<file path="src/rtl/fetch_stage.sv">
// fetch_stage: instruction fetch for a five-stage MIPS-style pipeline.
// Holds the PC and the IF/ID register. Jumps, branches and jr/jalr resolve
// in decode and redirect the PC from there. The wrong-path instruction
// fetched in the same cycle is flushed into a bubble, so a redirect costs one
// bubble and there is no delay slot.
//
// Ports
//   clk, rst_n      clock and asynchronous active-low reset
//   Stall           hazard hold: PC and IF/ID keep their values
//   PCSrc[1:0]      decode next-PC select (00 seq/branch, 01 jump, 10 reg, 11 = 00)
//   Branch, Zero    decode beq indication and Rs==Rt result
//   RsData[31:0]    jr/jalr target
//   InstAddr[31:0]  instruction-memory address (= PC)
//   Inst[31:0]      instruction-memory read data (combinational)
//   IF_ID_*         IF/ID register outputs: instruction, PC+4 and valid
//   OpCode, Funct   fields of IF_ID_Inst for the control decoder
//   AddrErr         sticky flag: misaligned jr/jalr target loaded into the PC
module fetch_stage #(
  parameter logic [31:0] RESET_PC = 32'h0040_0000
) (
  input  logic        clk,
  input  logic        rst_n,
  input  logic        Stall,
  input  logic [1:0]  PCSrc,
  input  logic        Branch,
  input  logic        Zero,
  input  logic [31:0] RsData,
  output logic [31:0] InstAddr,
  input  logic [31:0] Inst,
  output logic [31:0] IF_ID_Inst,
  output logic [31:0] IF_ID_PCPlus4,
  output logic        IF_ID_Valid,
  output logic [5:0]  OpCode,
  output logic [5:0]  Funct,
  output logic        AddrErr
);

  logic [31:0] pc_q, pc_d;
  logic [31:0] ifid_inst_q, ifid_inst_d;
  logic [31:0] ifid_pcp4_q, ifid_pcp4_d;
  logic        ifid_vld_q, ifid_vld_d;
  logic        addr_err_q, addr_err_d;

  logic [31:0] pc_plus4, jump_tgt, br_off, br_tgt, reg_tgt;
  logic        take_reg, take_jmp, take_br, redirect;

  always_comb begin
    pc_plus4 = pc_q + 32'd4;
    jump_tgt = {ifid_pcp4_q[31:28], ifid_inst_q[25:0], 2'b00};
    br_off   = {{14{ifid_inst_q[15]}}, ifid_inst_q[15:0], 2'b00};
    br_tgt   = ifid_pcp4_q + br_off;
    reg_tgt  = {RsData[31:2], 2'b00};

    // A bubble in IF/ID carries no control intent, so every redirect is
    // gated by the valid bit. The reserved encoding 11 behaves like 00.
    take_reg = ifid_vld_q & (PCSrc == 2'b10);
    take_jmp = ifid_vld_q & (PCSrc == 2'b01);
    take_br  = ifid_vld_q & (PCSrc[1] ~^ PCSrc[0]) & Branch & Zero;
    redirect = take_reg | take_jmp | take_br;

    pc_d        = pc_q;
    ifid_inst_d = ifid_inst_q;
    ifid_pcp4_d = ifid_pcp4_q;
    ifid_vld_d  = ifid_vld_q;
    addr_err_d  = addr_err_q;

    if (!Stall) begin
      if (take_reg)      pc_d = reg_tgt;
      else if (take_jmp) pc_d = jump_tgt;
      else if (take_br)  pc_d = br_tgt;
      else               pc_d = pc_plus4;

      if (redirect) begin
        // Squash the fall-through fetch of this cycle.
        ifid_inst_d = 32'h0;
        ifid_pcp4_d = 32'h0;
        ifid_vld_d  = 1'b0;
      end else begin
        ifid_inst_d = Inst;
        ifid_pcp4_d = pc_plus4;
        ifid_vld_d  = 1'b1;
      end

      if (take_reg && (RsData[1:0] != 2'b00)) addr_err_d = 1'b1;
    end
  end

  always_ff @(posedge clk or negedge rst_n) begin
    if (!rst_n) begin
      pc_q        <= RESET_PC;
      ifid_inst_q <= 32'h0;
      ifid_pcp4_q <= 32'h0;
      ifid_vld_q  <= 1'b0;
      addr_err_q  <= 1'b0;
    end else begin
      pc_q        <= pc_d;
      ifid_inst_q <= ifid_inst_d;
      ifid_pcp4_q <= ifid_pcp4_d;
      ifid_vld_q  <= ifid_vld_d;
      addr_err_q  <= addr_err_d;
    end
  end

  assign InstAddr      = pc_q;
  assign IF_ID_Inst    = ifid_inst_q;
  assign IF_ID_PCPlus4 = ifid_pcp4_q;
  assign IF_ID_Valid   = ifid_vld_q;
  assign OpCode        = ifid_inst_q[31:26];
  assign Funct         = ifid_inst_q[5:0];
  assign AddrErr       = addr_err_q;

endmodule

</file>
<file path="config.mk">
export PLATFORM = sky130hd
export DESIGN_NAME = fetch_stage
export DESIGN_NICKNAME = d
export VERILOG_FILES = /design/src/rtl/fetch_stage.sv
export SDC_FILE = /design/constraint.sdc
export NUM_CORES = 1
export LEC_CHECK = 0
export ABC_AREA = 0
export BUFFER_PORTS_ARGS = -buffer_cell sky130_fd_sc_hd__buf_2
export CAP_MARGIN = 20
export CORE_ASPECT_RATIO = 1.25
export CORE_MARGIN = 10
export CORE_UTILIZATION = 36
export DETAILED_ROUTE_END_ITERATION = 8
export HOLD_SLACK_MARGIN = 0.12
export SYNTH_ARGS = -nofsm -noshare
export SYNTH_HDL_FRONTEND = slang
export SYNTH_SLANG_ARGS = --single-unit
</file>
<file path="constraint.sdc">
create_clock -name clk -period 4.95 [get_ports clk]
set_clock_uncertainty 0.15 [all_clocks]
set_input_delay 0.99 -clock clk [delete_from_list [all_inputs] [get_ports clk]]
set_output_delay 0.99 -clock clk [all_outputs]
set_load 0.02 [all_outputs]
</file>
# Yosys cells after proc, flatten, opt, wreduce, memory -nomap -nowiden
# Index checks and enable logic that the tools add are counted.
# word_totals
inputBits	71
ff_bits	98
output_inout_bits	110
wordCells	27
# op_classes
addsub	2
mux	6
reduce_logical	3
n_eq_ne	2
bitwise	9
# op_table
operator	count
32-bit 2-to-1 mux	5
32-bit by 3-bit adder with 32-bit output, second input constant	1
32-bit adder	1
1-bit bitwise AND	5
2-bit by 1-bit equality test with 1-bit output, second input constant	1
2-bit equality test, second input constant	1
1-bit OR	2
2-bit AND reduction	1
2-bit nonzero test	1
1-bit logical AND	1
1-bit 2-to-1 mux	1
1-bit inverter	1
1-bit XNOR	1

# Depth between registers and ports, before layout
# Gate-level depths: netlist of run 1.
# depth
depth_word	7
mapped_depth	11
depth_no_buf	11

# Worst setup path before layout of run 1
# Ideal clock, no wire load.
# synth_timing
path_kind	register -> register
from	register ifid_inst_q[15] (netlist: IF_ID_Inst[15])
to	register pc_q[26] (netlist: InstAddr[26])
period_less_slack_ps	2954
setup_ps	95
slack_ps	1996
t_arrival_ps	2708
stages_incl_launch_ff	11
t_required_ps	4705
n_path_buf	1
cell_sequence	dfrtp_1 > ha_1 > buf_2 > a21o_1 > a21oi_4 > nor2_1 > or4_1 > o21ai_0 > xnor2_1 > a21oi_1 > o31ai_1
# synth_via
elab_chain_cells	4
# synth_rtl
item	line	source
from (decl)	39	logic [31:0] ifid_inst_q, ifid_inst_d;
from (signal assigned)	97	ifid_inst_q <= ifid_inst_d;
32-bit adder	51	br_tgt = ifid_pcp4_q + br_off;
32-bit 2-to-1 mux	70	else if (take_br) pc_d = br_tgt;
32-bit 2-to-1 mux	69	else if (take_jmp) pc_d = jump_tgt;
32-bit 2-to-1 mux	68	if (take_reg) pc_d = reg_tgt;
to (signal assigned)	96	pc_q <= pc_d;
to (decl)	38	logic [31:0] pc_q, pc_d;
# Every way passes these cells.
# A chain may end at the register's enable or synchronous reset.

# Worst setup path after layout of run 1
# layout_timing
from	input PCSrc[1]
to	register pc_q[24] (netlist: InstAddr[24])
# layout_via
elab_chain_cells	7
word_cells_on_any_way	11
classes_between	eq/ne: 2; mux: 3; bitwise: 6
# layout_rtl
item	line	source
from (decl)	24	input logic [1:0] PCSrc,
1-bit XNOR	58	take_br = ifid_vld_q & (PCSrc[1] ~^ PCSrc[0]) & Branch & Zero;
1-bit bitwise AND (3 in a row)	58	
32-bit 2-to-1 mux	70	
32-bit 2-to-1 mux	69	
32-bit 2-to-1 mux (*)	68	
# Mark *: on every way between the ends. The rest lies on a longest branch, timed or not.

==> results.py, run 1 <==
metrics = {
    "logic_synthesis": {
        "synth_edf_count": 0,
        "yosys.area_share.simple_pct": 18.3,
        "synth_fa_ha_area_share_pct": 6.31,
        "syn_inst": 766,
        "yosys.area.top_type_share_pct": 36.4,
        "synth_top_family_by_area": "compound AO/OA/AOI/OAI gates",
        "yosysMostFrequentCell": "dfrtp_1",
        "synth_area_leaders": "dfrtp_1 (36%), ha_1 (6.0%), a22o_1 (5.5%), nand2_1 (5.1%), o21ai_0 (4.7%)",
        "ys.flop_type": "dfrtp_1",
        "syn_nets": 870,
        "ys_seq_elements": 98,
        "synth-compound-area-share_pct": 27.3,
        "yosys-top-cells-count": "dfrtp_1 (97), nand2_1 (90), o21ai_0 (63), nor2_1 (60), a21oi_1 (52)",
        "ys_seq_area_share_pct": 36.8,
        "yosys.area.top_type": "dfrtp_1",
        "async_flop_share_pct": 100,
        "synthDistinctLibCells": 76,
        "synth-xor-area-share_pct": 6.18,
        "yosysWarnings": 0,
        "syn_area_per_cell_sq_um": 8.70,
        "synth_mux_area_share_pct": 0.169,
        "syn_area_sq_mm": 0.00667,
    },
    "grt": {
        "overflow": 0,
        "antenna_found_initial": 2,
        "grt_pass1_wl_um": 36900,
        "grt_pass1_vias": 6368,
        "grtUsageTotal_pct": 19.2,
        "grt_max_degree": 68,
    },
    "place": {
        "place_ws_ns": 1.26,
        "numPortBuffers": 180,
        "gp_congestion": 0.956,
        "dp_hpwl_um": 18400,
    },
    "cts": {
        "clock_latency_ns": 0.36,
        "cts_tree": "yes",
        "cts_resized": 0,
        "clk_pin_slew_ns": 0.08,
        "cts_sinks": 98,
        "cts-root-buf": "clkbuf_16",
        "clk_path_buf_depth": 2,
        "h-tree-depth": 3,
        "postCtsSetupRepairBufs": 0,
        "cts_buffers": 9,
        "cts_hold_buf": 0,
    },
    "status": {
        "status": "complete, no violations",
    },
    "setup_path": {
        "crit_path_end_kind": "flop",
        "arrival_ns": 3.48,
        "worst_setup_path_start_kind": "input pin",
        "worstPathMaxFanout": 20,
        "worst-setup-path-type": "input pin to flop",
        "required_ns": 5.04,
    },
    "timing": {
        "slew_headroom_pct": 39.8,
        "tns_ns": 0,
        "rsz0062_at_grt": "false",
        "worst-slew-pin-transition_ns": 0.903,
        "layout_worst_path_cycle_share_pct": 68.3,
        "layout_setup_ws_ns": 1.57,
        "max_freq_mhz": 296,
        "layout_min_cycle_time_ns": 3.38,
        "timing_hold_violations_final": 0,
        "setup-violations-final": 0,
        "slew_violations": 0,
    },
    "final_layout": {
        "utilization_pct": 43.8,
        "fillCellCount": 1921,
        "area_delta_synth_final_pct": 19.4,
        "multiInputGateArea_sq_mm": 0.00389,
        "seq_area_sq_mm": 0.00245,
        "fin_nets": 1016,
        "drive_gt1_share_pct": 25.1,
    },
    "die": {
        "initial_utilization_pct": 36.7,
        "die_area_sq_mm": 0.0244,
        "core-area_sq_mm": 0.0182,
        "die_w_um": 142,
        "rows": 55,
        "die_height_um": 172,
        "io_pins": 181,
    },
    "pwr": {
        "p_total_w": 0.00317,
        "p_leak_nw": 3.87,
        "p_per_area_mw_per_mm2": 398,
        "vdd_drop_max_v": 0.000184,
    },
    "routing": {
        "wire_per_inst_um": 21.2,
        "ant_nets": 0,
        "vias": 6443,
        "routed_wl_um": 24300,
        "drt_first_pass_iters": 5,
        "drt_iter0_markers": 560,
        "remaining_drc_errors": 0,
        "viasPerCell": 5.62,
    },
    "run": {
        "cap_violations": 0,
    },
    "worst_hold_path": {
        "hp-class": "flop to flop",
    },
}
## cells by family (layout without fill, tap and decap cells)
group	after synthesis	in the layout
other	0	2
AND/OR/NAND/NOR	250	250
AO/OA/AOI/OAI	267	267
XOR/XNOR	47	47
adder cells (fa/ha/maj)	33	33
buffers and inverters	70	221
flip-flops	98	98
multiplexers	1	1
## through the flow
step,cell area (sq um),hold WS [ns],std cells
after CTS,7950,0.317,1145
final,7960,0.313,1147
after detailed placement,7670,0.298,1129
after global routing,7960,0.339,1147
after floorplan,6670,0.432,766
after global placement,7670,0.295,1129
## per-layer routing
metal	wire length, um	track usage, %	vias to the layer above
li1	-	-	3098
met1	9870	23.7	3106
met2	12300	32.8	211
met3	1580	3.92	28
met4	500	6.28	0
met5	0	0	-
## final cells by class
cell class / instances / area share (%)
flip-flops and latches: 98 / 30.8
diodes: 2 / 0.0629
clock buffers: 11 / 3.05
inverters: 14 / 0.660
well taps: 228 / 3.58
clock inverters: 5 / 0.503
repair buffers: 191 / 12.4
multi-input cells: 598 / 48.9
## worst paths after layout
| check | startpoint | to | slack [ns] | cells past startpoint |
|---|---|---|---|---|
| worst max-delay path | PCSrc[1] | InstAddr[24]$_DFFE_PN0N_ | 1.57 | 11 |
| worst min-delay path | AddrErr$_DFFE_PN0P_ | AddrErr$_DFFE_PN0P_ | 0.31 | 1 |
| worst max register to register | IF_ID_Inst[15]$_DFFE_PN0N_ | InstAddr[26]$_DFFE_PN0N_ | 1.60 | 9 |
| worst min register to register | AddrErr$_DFFE_PN0P_ | AddrErr$_DFFE_PN0P_ | 0.31 | 1 |
| max in group asynchronous | rst_n | InstAddr[22]$_DFFE_PN1N_ | 3.07 | 2 |
| min in group asynchronous | rst_n | IF_ID_Inst[6]$_DFFE_PN0N_ | 0.59 | 1 |
## flip-flops by register name, summed over array words and instances (netlist names)
name	count
IF_ID_PCPlus4	32
InstAddr	32
AddrErr	1
IF_ID_Valid	1
IF_ID_Inst	32
## where the power goes
| group | switching (W) | internal, W | total (W) |
|---|---|---|---|
| Combinational | 0.000810 | 0.000494 | 0.00130 |
| Clock | 0.000340 | 0.000357 | 0.000697 |
| Sequential | 0.000219 | 0.000945 | 0.00116 |
| Total | 0.00137 | 0.00180 | 0.00317 |
## worst max-delay path: stages
cell and delay, ns:
buf_2 0.11, inv_1 0.05, ha_1 0.28, and2_1 0.77, nand2_1 0.39, o22ai_1 0.23
nor2_1 0.08, and3_1 0.19, o21ai_0 0.14, o311a_1 0.17, a21oi_1 0.06
## layout by cell type, fill, tap and decap left out, types with 9 or more instances in the layout
cell type | netlist | final
a21o_1 | 18 | 18
buf_4 | 13 | 13
clkbuf_16 | 0 | 9
nand3_1 | 28 | 28
nand2_1 | 90 | 90
buf_2 | 4 | 178
nor2_1 | 60 | 59
a21oi_1 | 52 | 52
xor2_1 | 21 | 21
o22ai_1 | 9 | 9
inv_1 | 14 | 14
dfrtp_1 | 97 | 97
ha_1 | 32 | 32
nor3_1 | 15 | 15
o21ai_0 | 63 | 63
xnor2_1 | 26 | 26
nand4_1 | 10 | 10
a211oi_1 | 15 | 15
a22o_1 | 42 | 42
Note: power is estimated with default switching activity, not from simulation.
==> run 2, diff against run 1 <==
ABC_AREA = 1   (was 0)
clock period = 2.8 ns   (was 4.95 ns; I/O delays follow)
==> results.py, run 2 <==
metrics = {
    "status": {
        "status": "complete, no violations",
    },
    "timing": {
        "max_freq_mhz": 380,
        "rsz0062_at_grt": "false",
        "setup-violations-final": 0,
        "worst-slew-pin-transition_ns": 0.588,
        "slew_violations": 0,
        "layout_min_cycle_time_ns": 2.63,
        "slew_headroom_pct": 60.8,
        "timing_hold_violations_final": 0,
        "layout_worst_path_cycle_share_pct": 93.9,
    },
    "setup_path": {
        "worst_setup_path_start_kind": "flop",
        "crit_family": "simple AND/OR/NAND/NOR gates",
        "slowest_stage": "fa_1",
        "arrival_ns": 2.73,
        "path_cells": "ha_1 > fa_1 > nand3_1 > nand2_1 > nand2_1 > nand3_1 > a21oi_2 > nand2_1 > nand3_1 > nand3_1 > nand2_1 > nand2_1",
        "worstPathMaxFanout": 4,
        "max_stage_delay_ns": 0.44,
        "crit_path_end_kind": "flop",
        "worst-setup-path-type": "flop to flop",
        "required_ns": 2.90,
        "critPathBufInv": 0,
        "crit_top_cell": "nand2_1",
    },
    "cts": {
        "clk_pin_slew_ns": 0.07,
        "cts_sinks": 98,
        "h-tree-depth": 3,
        "cts_buffers": 9,
        "clk_path_buf_depth": 2,
        "clock_latency_ns": 0.36,
        "postCtsSetupRepairBufs": 0,
        "cts-root-buf": "clkbuf_16",
        "cts_tree": "yes",
    },
    "logic_synthesis": {
        "synth_area_leaders": "dfrtp_1 (32%), nand2_1 (17%), inv_1 (7.6%), nand3_1 (6.7%), ha_1 (5.3%)",
        "syn_inst": 1130,
        "yosysWarnings": 0,
        "yosys.area.top_type_share_pct": 32.0,
        "syn_area_sq_mm": 0.00758,
        "ys_seq_elements": 98,
        "async_flop_share_pct": 100,
        "yosysMostFrequentCell": "nand2_1",
        "ys.flop_type": "dfrtp_1",
        "syn_nets": 1234,
        "syn_area_per_cell_sq_um": 6.71,
        "ys_seq_area_share_pct": 32.4,
        "yosys-top-cells-count": "nand2_1 (340), inv_1 (153), nand3_1 (102), dfrtp_1 (97), nor2_1 (81)",
        "yosys.area.top_type": "dfrtp_1",
        "synth_edf_count": 0,
        "synthDistinctLibCells": 40,
    },
    "place": {
        "place.detailed.instances": 1564,
        "numPortBuffers": 180,
        "dp_hpwl_um": 24400,
        "gp_congestion": 0.945,
    },
    "pwr": {
        "p_per_area_mw_per_mm2": 673,
        "vdd_drop_max_v": 0.000314,
        "p_total_w": 0.00617,
        "p_leak_nw": 4.96,
    },
    "routing": {
        "ant_nets": 0,
        "routed_wl_um": 30200,
        "drt_iter0_markers": 625,
        "viasPerCell": 5.15,
        "remaining_drc_errors": 0,
        "wire_per_inst_um": 19.1,
        "vias": 8135,
        "drt_first_pass_iters": 5,
    },
    "final_layout": {
        "fin_nets": 1406,
        "layout_common_cells": "nand2_1 (340), buf_2 (179), inv_1 (153), nand3_1 (102), dfrtp_1 (96)",
        "drive_gt1_share_pct": 19.5,
        "final-instance-count-excl-fill": 1581,
        "antenna_cells": 0,
        "area_delta_synth_final_pct": 21.1,
        "final_common_cell": "nand2_1",
        "fillCellCount": 2190,
    },
    "die": {
        "initial_utilization_pct": 36.5,
        "die_area_sq_mm": 0.0273,
        "die_height_um": 182,
        "rows": 59,
        "die_w_um": 150,
        "core-area_sq_mm": 0.0207,
        "io_pins": 181,
    },
    "run": {
        "cap_violations": 0,
    },
    "grt": {
        "overflow": 0,
        "grt_pass1_vias": 8252,
        "grtUsageTotal_pct": 22.1,
        "grt_max_degree": 77,
        "grt_pass1_wl_um": 47100,
        "antenna_found_initial": 0,
    },
    "worst_hold_path": {
        "hp-class": "input pin to flop",
    },
}
[run 2: kinds of logic (layout without fill, tap and decap cells)]
group	after synthesis	in the layout	share of synthesized area (%)
buffers and inverters	208	385	11.1
and+or+nand+nor	579	579	32.8
xor gates and xnor gates	26	26	3.00
DFF	98	98	32.4
AOI/OAI and AO/OA	186	186	15.1
adders and majority gates	33	33	5.55
[run 2: layer usage]
layer / track usage, % / routed length, um / vias up
li1: - / - / 4032
met1: 27.8 / 12900 / 3834
met2: 37.3 / 14900 / 232
met3: 4.13 / 1750 / 37
met4: 6.66 / 671 / 0
met5: 0 / 0 / -
[run 2: through the flow]
step	utilization, %	area (sq um)	setup TNS [ns]	hold slack [ns]	setup WS (ns)
after floorplan	-	7580	0	0.114	0.529
after global placement	42.7	8850	-0.0542	0.246	-0.0542
after detailed placement	42.7	8850	-0.0514	0.246	-0.0514
after CTS	44.2	9170	0	0.265	0.0685
after global routing	44.2	9180	0	0.288	0.0251
final	44.2	9180	0	0.273	0.170
[run 2: final cells by class]
class	count	area (sq um)	share of cell area [%]
Tap cell	274	343	3.74
Multi-Input combinational cell	824	4290	46.8
Inverter	158	593	6.46
Sequential cell	98	2450	26.8
Timing Repair Buffer	211	1190	13.0
Clock inverter	5	62.6	0.682
Clock buffer	11	243	2.65
[run 2: worst min-delay path, cell delays in order]
cell and delay (ns):
buf_2 0.07, o21ai_0 0.06, nand2_1 0.05
[run 2: timing repair]
action,4_1_cts,5_1_grt
gates resized for setup,1,2
endpoints found under the setup margin,1,2
endpoints found under the hold margin,6,0
hold buffers,1,0
[run 2: path summary, 6_finish.rpt]
check	from	to	slack (ns)	cells past startpoint
setup / recovery	IF_ID_PCPlus4[2]$_DFFE_PN0N_	InstAddr[18]$_DFFE_PN0N_	0.17	12
hold / removal	RsData[0]	AddrErr$_DFFE_PN0P_	0.27	3
setup reg to reg	IF_ID_PCPlus4[2]$_DFFE_PN0N_	InstAddr[18]$_DFFE_PN0N_	0.17	12
hold reg to reg	AddrErr$_DFFE_PN0P_	AddrErr$_DFFE_PN0P_	0.32	2
max in group asynchronous	rst_n	InstAddr[22]$_DFFE_PN1N_	1.35	3
min in group asynchronous	rst_n	InstAddr[6]$_DFFE_PN0N_	0.41	2
[run 2: report_power, final]
part / switching [W] / total [W] / internal, W / leakage [nW]
clock network: 0.000573 / 0.00130 / 0.000723 / 0.142
registers: 0.000377 / 0.00206 / 0.00168 / 1.24
logic: 0.00186 / 0.00282 / 0.000955 / 3.58
total: 0.00281 / 0.00617 / 0.00336 / 4.96
